$ cat src/rtl/matmul_seq_pkg.sv
// Shared types and MMIO word addresses for the matrix-multiply sequencer.
package matmul_seq_pkg;

  typedef enum logic [3:0] {
    StPollRd,
    StPollChk,
    StCfgRd,
    StCfgWt,
    StARd,
    StAWt,
    StBRd,
    StBWt,
    StCWr,
    StClr,
    StDone
  } matmul_seq_state_t;

  localparam int unsigned MMIO_MATMUL_A_IN  = 32'h000;
  localparam int unsigned MMIO_MATMUL_B_IN  = 32'h100;
  localparam int unsigned MMIO_MATMUL_C_OUT = 32'h200;
  localparam int unsigned MMIO_MATMUL_DIM_M = 32'h600;
  localparam int unsigned MMIO_MATMUL_DIM_N = 32'h700;
  localparam int unsigned MMIO_MATMUL_DIM_P = 32'h800;
  localparam int unsigned MMIO_MATMUL_FLAG  = 32'hA00;

  localparam logic [2:0] CfgLastIdx = 3'd5;

  // Configuration registers are fetched in this fixed order.
  function automatic int unsigned cfg_addr(input logic [2:0] idx);
    int unsigned addr;
    unique case (idx)
      3'd0:    addr = MMIO_MATMUL_A_IN;
      3'd1:    addr = MMIO_MATMUL_B_IN;
      3'd2:    addr = MMIO_MATMUL_C_OUT;
      3'd3:    addr = MMIO_MATMUL_DIM_M;
      3'd4:    addr = MMIO_MATMUL_DIM_N;
      default: addr = MMIO_MATMUL_DIM_P;
    endcase
    return addr;
  endfunction

endpackage

$ cat src/rtl/matmul_addr_gen.sv
// Loop counters and running A/B/C word pointers for the i/j/k matmul walk.
module matmul_addr_gen #(
  parameter int unsigned DATA_WIDTH = 32,
  parameter int unsigned ADDR_WIDTH = 32
) (
  input  logic                  clk_i,
  input  logic                  rst_i,
  input  logic                  init_i,
  input  logic                  step_k_i,
  input  logic                  step_elem_i,
  input  logic [ADDR_WIDTH-1:0] a_base_i,
  input  logic [ADDR_WIDTH-1:0] b_base_i,
  input  logic [ADDR_WIDTH-1:0] c_base_i,
  input  logic [DATA_WIDTH-1:0] dim_m_i,
  input  logic [DATA_WIDTH-1:0] dim_n_i,
  input  logic [DATA_WIDTH-1:0] dim_p_i,
  output logic [ADDR_WIDTH-1:0] a_ptr_o,
  output logic [ADDR_WIDTH-1:0] b_ptr_o,
  output logic [ADDR_WIDTH-1:0] c_ptr_o,
  output logic                  last_k_o,
  output logic                  last_elem_o
);

  logic [DATA_WIDTH-1:0] i_q, j_q, k_q;
  logic [ADDR_WIDTH-1:0] a_row_q, a_ptr_q, b_col_q, b_ptr_q, c_ptr_q;
  logic [ADDR_WIDTH-1:0] n_step, p_step;

  assign n_step = ADDR_WIDTH'(dim_n_i);
  assign p_step = ADDR_WIDTH'(dim_p_i);

  assign a_ptr_o     = a_ptr_q;
  assign b_ptr_o     = b_ptr_q;
  assign c_ptr_o     = c_ptr_q;
  assign last_k_o    = (k_q == dim_n_i - DATA_WIDTH'(1));
  assign last_elem_o = (i_q == dim_m_i - DATA_WIDTH'(1)) && (j_q == dim_p_i - DATA_WIDTH'(1));

  always_ff @(posedge clk_i) begin
    if (rst_i) begin
      i_q     <= '0;
      j_q     <= '0;
      k_q     <= '0;
      a_row_q <= '0;
      a_ptr_q <= '0;
      b_col_q <= '0;
      b_ptr_q <= '0;
      c_ptr_q <= '0;
    end else if (init_i) begin
      i_q     <= '0;
      j_q     <= '0;
      k_q     <= '0;
      a_row_q <= a_base_i;
      a_ptr_q <= a_base_i;
      b_col_q <= b_base_i;
      b_ptr_q <= b_base_i;
      c_ptr_q <= c_base_i;
    end else if (step_elem_i) begin
      k_q     <= '0;
      c_ptr_q <= c_ptr_q + ADDR_WIDTH'(1);
      if (j_q == dim_p_i - DATA_WIDTH'(1)) begin
        // Column wrap: move A to the next row, B back to column 0.
        j_q     <= '0;
        i_q     <= i_q + DATA_WIDTH'(1);
        a_row_q <= a_row_q + n_step;
        a_ptr_q <= a_row_q + n_step;
        b_col_q <= b_base_i;
        b_ptr_q <= b_base_i;
      end else begin
        j_q     <= j_q + DATA_WIDTH'(1);
        a_ptr_q <= a_row_q;
        b_col_q <= b_col_q + ADDR_WIDTH'(1);
        b_ptr_q <= b_col_q + ADDR_WIDTH'(1);
      end
    end else if (step_k_i) begin
      k_q     <= k_q + DATA_WIDTH'(1);
      a_ptr_q <= a_ptr_q + ADDR_WIDTH'(1);
      b_ptr_q <= b_ptr_q + p_step;
    end
  end

endmodule

$ cat src/rtl/matmul_sequencer.sv
// Polls the matmul MMIO flag, fetches config, computes C = A*B with one MAC and
// writes C back through a shared, grant-arbitrated memory port.
module matmul_sequencer
  import matmul_seq_pkg::*;
#(
  parameter int unsigned DATA_WIDTH = 32,
  parameter int unsigned ADDR_WIDTH = 32
) (
  input  logic                  clk,
  input  logic                  rst,
  output logic                  mem_req,
  input  logic                  mem_gnt,
  output logic                  mem_we,
  output logic [ADDR_WIDTH-1:0] mem_addr,
  output logic [DATA_WIDTH-1:0] mem_wdata,
  input  logic [DATA_WIDTH-1:0] mem_rdata,
  output logic                  busy,
  output logic                  done
);

  localparam logic [ADDR_WIDTH-1:0] FlagAddr = ADDR_WIDTH'(MMIO_MATMUL_FLAG);

  matmul_seq_state_t state_q;
  logic [2:0]            cfg_idx_q;
  logic [ADDR_WIDTH-1:0] a_base_q, b_base_q, c_base_q;
  logic [DATA_WIDTH-1:0] dim_m_q, dim_n_q, dim_p_q;
  logic [DATA_WIDTH-1:0] a_q, acc_q, mac_sum;
  logic                  last_k_q, last_elem_q;
  logic                  mem_req_q, mem_we_q, busy_q, done_q;
  logic [ADDR_WIDTH-1:0] mem_addr_q;
  logic [DATA_WIDTH-1:0] mem_wdata_q;

  logic                  ag_init, ag_step_k, ag_step_elem, ag_last_k, ag_last_elem;
  logic [ADDR_WIDTH-1:0] a_ptr, b_ptr, c_ptr;

  assign mem_req   = mem_req_q;
  assign mem_we    = mem_we_q;
  assign mem_addr  = mem_addr_q;
  assign mem_wdata = mem_wdata_q;
  assign busy      = busy_q;
  assign done      = done_q;

  // Product and sum both wrap at DATA_WIDTH, so the low bits are sign-agnostic.
  assign mac_sum = acc_q + a_q * mem_rdata;

  // k advances when B is granted so the next A address is ready one edge later.
  assign ag_init      = (state_q == StCfgWt) && (cfg_idx_q == CfgLastIdx);
  assign ag_step_k    = (state_q == StBRd) && mem_gnt && !ag_last_k;
  assign ag_step_elem = (state_q == StBWt) && last_k_q;

  matmul_addr_gen #(
    .DATA_WIDTH(DATA_WIDTH),
    .ADDR_WIDTH(ADDR_WIDTH)
  ) u_addr_gen (
    .clk_i      (clk),
    .rst_i      (rst),
    .init_i     (ag_init),
    .step_k_i   (ag_step_k),
    .step_elem_i(ag_step_elem),
    .a_base_i   (a_base_q),
    .b_base_i   (b_base_q),
    .c_base_i   (c_base_q),
    .dim_m_i    (dim_m_q),
    .dim_n_i    (dim_n_q),
    .dim_p_i    (dim_p_q),
    .a_ptr_o    (a_ptr),
    .b_ptr_o    (b_ptr),
    .c_ptr_o    (c_ptr),
    .last_k_o   (ag_last_k),
    .last_elem_o(ag_last_elem)
  );

  always_ff @(posedge clk) begin
    if (rst) begin
      state_q     <= StPollRd;
      cfg_idx_q   <= '0;
      a_base_q    <= '0;
      b_base_q    <= '0;
      c_base_q    <= '0;
      dim_m_q     <= '0;
      dim_n_q     <= '0;
      dim_p_q     <= '0;
      a_q         <= '0;
      acc_q       <= '0;
      last_k_q    <= 1'b0;
      last_elem_q <= 1'b0;
      mem_req_q   <= 1'b0;
      mem_we_q    <= 1'b0;
      mem_addr_q  <= '0;
      mem_wdata_q <= '0;
      busy_q      <= 1'b0;
      done_q      <= 1'b0;
    end else begin
      done_q <= 1'b0;
      unique case (state_q)
        StPollRd: begin
          // Coming out of reset the request is not yet raised; raise it first.
          if (!mem_req_q) begin
            mem_req_q  <= 1'b1;
            mem_we_q   <= 1'b0;
            mem_addr_q <= FlagAddr;
          end else if (mem_gnt) begin
            mem_req_q <= 1'b0;
            state_q   <= StPollChk;
          end
        end
        StPollChk: begin
          mem_req_q <= 1'b1;
          mem_we_q  <= 1'b0;
          if (mem_rdata != '0) begin
            busy_q     <= 1'b1;
            cfg_idx_q  <= '0;
            mem_addr_q <= ADDR_WIDTH'(cfg_addr(3'd0));
            state_q    <= StCfgRd;
          end else begin
            mem_addr_q <= FlagAddr;
            state_q    <= StPollRd;
          end
        end
        StCfgRd: begin
          if (mem_gnt) begin
            mem_req_q <= 1'b0;
            state_q   <= StCfgWt;
          end
        end
        StCfgWt: begin
          unique case (cfg_idx_q)
            3'd0:    a_base_q <= ADDR_WIDTH'(mem_rdata);
            3'd1:    b_base_q <= ADDR_WIDTH'(mem_rdata);
            3'd2:    c_base_q <= ADDR_WIDTH'(mem_rdata);
            3'd3:    dim_m_q  <= mem_rdata;
            3'd4:    dim_n_q  <= mem_rdata;
            default: dim_p_q  <= mem_rdata;
          endcase
          mem_req_q <= 1'b1;
          if (cfg_idx_q != CfgLastIdx) begin
            cfg_idx_q  <= cfg_idx_q + 3'd1;
            mem_we_q   <= 1'b0;
            mem_addr_q <= ADDR_WIDTH'(cfg_addr(cfg_idx_q + 3'd1));
            state_q    <= StCfgRd;
          end else if (dim_m_q == '0 || dim_n_q == '0 || mem_rdata == '0) begin
            mem_we_q    <= 1'b1;
            mem_addr_q  <= FlagAddr;
            mem_wdata_q <= '0;
            state_q     <= StClr;
          end else begin
            mem_we_q   <= 1'b0;
            mem_addr_q <= a_base_q;
            state_q    <= StARd;
          end
        end
        StARd: begin
          if (mem_gnt) begin
            mem_req_q <= 1'b0;
            state_q   <= StAWt;
          end
        end
        StAWt: begin
          a_q        <= mem_rdata;
          mem_req_q  <= 1'b1;
          mem_we_q   <= 1'b0;
          mem_addr_q <= b_ptr;
          state_q    <= StBRd;
        end
        StBRd: begin
          if (mem_gnt) begin
            last_k_q  <= ag_last_k;
            mem_req_q <= 1'b0;
            state_q   <= StBWt;
          end
        end
        StBWt: begin
          mem_req_q <= 1'b1;
          if (last_k_q) begin
            acc_q       <= '0;
            last_elem_q <= ag_last_elem;
            mem_we_q    <= 1'b1;
            mem_addr_q  <= c_ptr;
            mem_wdata_q <= mac_sum;
            state_q     <= StCWr;
          end else begin
            acc_q      <= mac_sum;
            mem_we_q   <= 1'b0;
            mem_addr_q <= a_ptr;
            state_q    <= StARd;
          end
        end
        StCWr: begin
          if (mem_gnt) begin
            if (last_elem_q) begin
              mem_addr_q  <= FlagAddr;
              mem_wdata_q <= '0;
              state_q     <= StClr;
            end else begin
              mem_we_q   <= 1'b0;
              mem_addr_q <= a_ptr;
              state_q    <= StARd;
            end
          end
        end
        StClr: begin
          if (mem_gnt) begin
            mem_req_q <= 1'b0;
            mem_we_q  <= 1'b0;
            done_q    <= 1'b1;
            state_q   <= StDone;
          end
        end
        StDone: begin
          busy_q     <= 1'b0;
          mem_req_q  <= 1'b1;
          mem_we_q   <= 1'b0;
          mem_addr_q <= FlagAddr;
          state_q    <= StPollRd;
        end
        default: state_q <= StPollRd;
      endcase
    end
  end

endmodule

$ cat config.mk
export PLATFORM = sky130hd
export DESIGN_NAME = matmul_sequencer
export DESIGN_NICKNAME = d
export VERILOG_FILES = /design/src/rtl/matmul_seq_pkg.sv /design/src/rtl/matmul_addr_gen.sv /design/src/rtl/matmul_sequencer.sv
export SDC_FILE = /design/constraint.sdc
export NUM_CORES = 2
export LEC_CHECK = 0
export BUFFER_PORTS_ARGS = -buffer_cell sky130_fd_sc_hd__buf_2
export CAP_MARGIN = 20
export CELL_PAD_IN_SITES_DETAIL_PLACEMENT = 2
export CELL_PAD_IN_SITES_GLOBAL_PLACEMENT = 2
export CORE_MARGIN = 3
export CORE_UTILIZATION = 40
export CTS_CLUSTER_DIAMETER = 40
export DETAILED_ROUTE_END_ITERATION = 10
export HOLD_SLACK_MARGIN = 0.12
export PLACE_DENSITY_LB_ADDON = 0.1
export SLEW_MARGIN = 20
export SYNTH_ARGS = -nofsm -noshare
export SYNTH_HDL_FRONTEND = slang
export SYNTH_SLANG_ARGS = --single-unit
$ cat constraint.sdc
create_clock -name clk -period 12.65 [get_ports clk]
set_input_delay 3.795 -clock clk [delete_from_list [all_inputs] [get_ports clk]]
set_output_delay 3.795 -clock clk [all_outputs]
set_load 0.1 [all_outputs]
* After elaboration in Yosys (flattened, before gate mapping)
Index checks and enable logic that the tools add are counted.
Cells by class: bitwise operators 2, $lt $le $gt $ge 0, mux-type cells 61, shift-type cells 0, add/subtract/negate cells 13, reductions and logical operators 46, equality and inequality tests 39, $mul 1, divide/modulo/power cells 0
Operators by type and width (number):
- 32-bit two-way mux | 27
- 32-bit case mux with 7 select lines | 1
- 32-bit by 1-bit adder with 32-bit output (second input constant) | 6
- 32-bit adder | 3
- 32-bit == test | 3
- 32-bit logical NOT | 3
- 32-bit case mux with 3 select lines | 1
- 32-bit by 1-bit subtractor with 32-bit output (second input constant) | 3
- 12-bit case mux with 5 select lines | 1
- 4-bit two-way mux | 11
- 4-bit case mux with 10 select lines | 1
- 32-bit by 32-bit multiplier with 32-bit output | 1
- 32-bit nonzero test | 1
- 2-bit != test (second input constant) | 13
- 2-bit AND reduction | 11
- 4-bit by 3-bit == test with 1-bit output (second input constant) | 4
- 3-bit by 2-bit == test with 1-bit output (second input constant) | 4
- 4-bit == test (second input constant) | 3
- 12-bit two-way mux | 1
- 1-bit two-way mux | 11
- 5-bit OR reduction | 2
- 3-bit == test (second input constant) | 3
- 3-bit nonzero test | 3
- 4-bit by 2-bit == test with 1-bit output (second input constant) | 2
- 27 further kinds | 43
Word-level totals: logic and storage cells 188, output and inout bits 68, memories kept 0, bits of input ports 35, bits in read-only memories 0, register bits after elaboration 589, RAM bits 0, bits in latches 0

* Logic depth before layout (Yosys ltp)
depth after elaboration 7, depth in mapped cells 30, gate-level depth less buffers 28

* Cells and area by module
Synthesis repeated with hierarchy kept, for this count alone.
Unflattened totals: cell total of the unflattened synthesis 6124, area total of the unflattened synthesis 48858.1 um^2
Modules (own cells, without submodules):
- matmul_sequencer | instances 1, area an instance 29519.6 um^2, cells each 3522, sequential area each 6666.4 um^2
- matmul_addr_gen | instances 1, area an instance 19338.5 um^2, cells each 2602, sequential area each 5124.9 um^2

* Worst setup path before layout
Ideal clock, no wire load.
path kind input port to flip-flop, start point input mem_rdata[1], end point register acc_q[29], library setup time 0.130 ns, arrival time 10.544 ns, buffers on the path 2, required time 12.520 ns, cell stages on the path 28, path slack 1.977 ns, cells stage by stage clkbuf_1 > buf_1 > and2_1 > fa_1 > fa_1 > fa_1 > inv_1 > fa_1 > inv_1 > fa_1 > inv_1 > fa_1 > inv_1 > fa_1 > inv_1 > fa_1 > inv_1 > ha_1 > a21oi_1 > o22ai_1 > nor2_1 > o21ai_0 > a211o_1 > a21o_1 > a211o_1 > a21oi_1 > xor2_1 > o32ai_1
On the way: word-level cells in the longest chain between the ends 3
Ends and longest elaborated chain:
- start: declaration | line matmul_sequencer.sv:16 | input logic [DATA_WIDTH-1:0] mem_rdata,
- 32-bit by 32-bit multiplier with 32-bit output | line matmul_sequencer.sv:44 | assign mac_sum = acc_q + a_q * mem_rdata;
- 32-bit adder | line matmul_sequencer.sv:44
- 32-bit two-way mux | line matmul_sequencer.sv:174 | if (last_k_q) begin
- end signal: assignment | line matmul_sequencer.sv:182 | acc_q <= mac_sum;
- end: declaration | line matmul_sequencer.sv:27 | logic [DATA_WIDTH-1:0] a_q, acc_q, mac_sum;
No other way between the ends. A chain may end at the register's enable or synchronous reset.

* Worst setup path after layout
start point input mem_rdata[5], end point register acc_q[29]
Same word-level chain as after synthesis.

==> results by group <==
Clock tree
  • Worst-path clk slew: about 50 ps
  • TritonCTS Sinks: 589
  • Post-CTS Setup Repair Bufs: 0
  • CTS tree: done
  • Clock Latency Late Sink: between 700 and 800 ps
  • CTS Buffer Depth: 3
  • Clk root buf: clkbuf_16
  • Post-CTS Resized: 0
  • CTS buffer count: 131
  • CTS Hold Bufs: 0
  • Htree depth: 4

Timing
  • Min Hold Slack: ~450 ps
  • Clock Skew: approximately 44 ps
  • Unrepaired setup endpoints after global routing: false
  • Final Hold Fails: 0
  • Crit path time final: approximately 11000 ps
  • Setup TNS: 0 ps
  • Slew @ Worst Pin: between 1000 and 1500 ps
  • Final period util: between 80 and 90%
  • Max Freq: approximately 91 MHz
  • Slew HR: around 17%
  • Final setup vio count: 0
  • Final count of pins violating max slew: 0

GRT
  • Largest net degree at the start of global routing: approximately 110
  • GRT Overall Usage: a little over a third
  • Gr ovfl total: 0
  • Vias in the first global route: 51660
  • First-pass GRT wire length: approximately 340000 um
  • Initial antenna violation count: 11

Logic synthesis
  • Complex-gate fraction of the synthesized area: between 10% and 20%
  • Multiplexer share of the synthesized area: 0.7761%
  • Commonest cells post-synth: nand2_1, dfxtp_1, inv_1
  • Synth Flop Type: dfxtp_1
  • Yosys reg bits: 589
  • Synthesized instance count: approximately 6100
  • Sequential-to-total area share from yosys stat: between 20% and 30%
  • Share of the synthesized area in the top cell type: 24.06%
  • Leading area contributor after synthesis: dfxtp_1
  • Most frequent cell after synthesis: nand2_1
  • Async SR Flop Fraction: 0%
  • Syn Area/Cell: about 8 sq um
  • Yosys warns: 0
  • Synth area leaders: dfxtp_1, fa_1, nand2_1
  • EDFF count, synth: 0
  • Synth unique cells: 96
  • Main combinational cell family by area after synthesis: adder cells
  • Synth Area in Adders: a little under a quarter
  • Synthesized area: ~49000 sq um
  • Synth Area in XOR/XNOR: under 10%
  • Syn Nets: roughly 6800
  • Simple-Gate Fraction of Synth Area: a little under a quarter

Drt
  • Drt first pass iters: 5
  • Drt via density: slightly above 6
  • Final WL: about 220000 um
  • Initial DRC Count: between 3000 and 4000
  • Drt wl/cell: 28.83 um
  • Via count: approximately 47000
  • Routed Antenna Nets: 0
  • Remaining DRCs: 0

Setup path
  • CP dominant cell by count: fa_1
  • Slowest stage cell, crit path: buf_2
  • Worst Path Arrival: 11550 ps
  • Nature of the critical path startpoint: input port
  • Crit-path max FO: 35
  • Cell family with most CP delay: adder cells
  • WP buf/inv: 7
  • Crit Path Class: input port to flip-flop
  • Data required, critical path: 13260 ps
  • Critical Path Sink Type: flip-flop
  • Max incr delay on CP: 720 ps

Floorplan
  • Initial Util: 40.58%
  • Core box area: between 100000 and 150000 sq um
  • Chip height: 356.0 um
  • Die span in x: about 360 um
  • I/O pin count: 103
  • Row count: between 100 and 150
  • Die area: between 100000 and 150000 sq um

Power and ir drop
  • Peak VDD IR: around 0.13 mV
  • Power density over the cells: 102.5 nW/um^2
  • P_leak: ~23 nW
  • Overall Power: 5.687 mW

Final layout
  • Final layout net count: 6706
  • Area growth from synthesis to layout: 13.15%
  • Proportion of layout cells with a drive suffix above 1: 8.066%
  • Finished Layout Cells: between 7000 and 8000

Placed design
  • Routability cong.: just over 0.9
  • Port Buffers: just over 100
  • Placed Cells: 7506
  • Dpl hpwl: 158400 um

Flow run
  • Count of max-cap constraint violations: 0

Worst hold path
  • Worst hold path type: flip-flop to flip-flop

Status
  • Status: completed
## layout make-up
type / count / area, sq um
Fill cell: 13480 / 65310
Multi-Input combinational cell: 4565 / 33740
Sequential cell: 589 / 11800
Clock buffer: 176 / 3761
Inverter: 557 / 2091
Tap cell: 1612 / 2017
Timing Repair Buffer: 184 / 1150
Clock inverter: 66 / 889.6
Antenna cell: 4 / 10.01
## metrics by stage
stage	utilization, %	cell area, sq um	setup WS, ps
2_1_floorplan	-	49010	1977
3_3_place_gp	42.05	50780	1415
3_5_place_dp	42.06	50790	1108
4_1_cts	45.91	55440	1824
5_1_grt	45.91	55450	1381
6_report	45.92	55460	1708
## per-layer routing
layer / vias to the layer above / part of all wire (%) / global-route usage, %
met5: - / 0.017 / 0
met4: 6 / 4.6 / 15.00
met3: 482 / 6.4 / 6.024
met2: 1542 / 46 / 57.27
met1: 24550 / 43 / 45.70
li1: 20240 / - / -
## cells in the final DEF, fill, tap and decap left out, types with 203 or more instances in the layout
cell     count
nand2_1    986
o21ai_0    204
dfxtp_1    584
ha_1       203
xnor2_1    231
fa_1       440
a21oi_1    492
and2_1     348
inv_1      555
nor2_1     351
## worst reg2reg max path: cells and delay by family (launching register included)
family                   cells  cell delay (ps)
AND/OR/NAND/NOR              2              430
AO/OA/AOI/OAI                8             1610
XOR/XNOR                     1              230
flip-flops                   1             1040
buffers and inverters        6              370
adder cells (fa/ha/maj)      9             4390
## cells by family (layout without fill, tap and decap cells)
family | after synthesis | in the layout
AOI/OAI and AO/OA | 1199 | 1199
xor gates and xnor gates | 358 | 358
adders and majority gates | 643 | 643
buffers and inverters | 955 | 983
DFF | 589 | 589
muxes | 37 | 37
other | 0 | 4
and+or+nand+nor | 2328 | 2328
## final timing paths
path,start,to,slack [ps],cells after the start
worst max-delay path,mem_rdata[5],acc_q[29],1710,27
worst min-delay path,mem_wdata[20],mem_wdata[20],450,2
worst max register to register,a_q[16],acc_q[29],4470,26
worst min register to register,mem_wdata[20],mem_wdata[20],450,2
## power breakdown
group | internal, mW | leakage, nW | switching, mW
sequential | 1.86 | 4.75 | 0.00599
combinational | 0.0230 | 16.1 | 0.159
clock | 2.40 | 2.25 | 1.23
total | 4.29 | 23.1 | 1.40
Power figures use the tool's default switching activity.
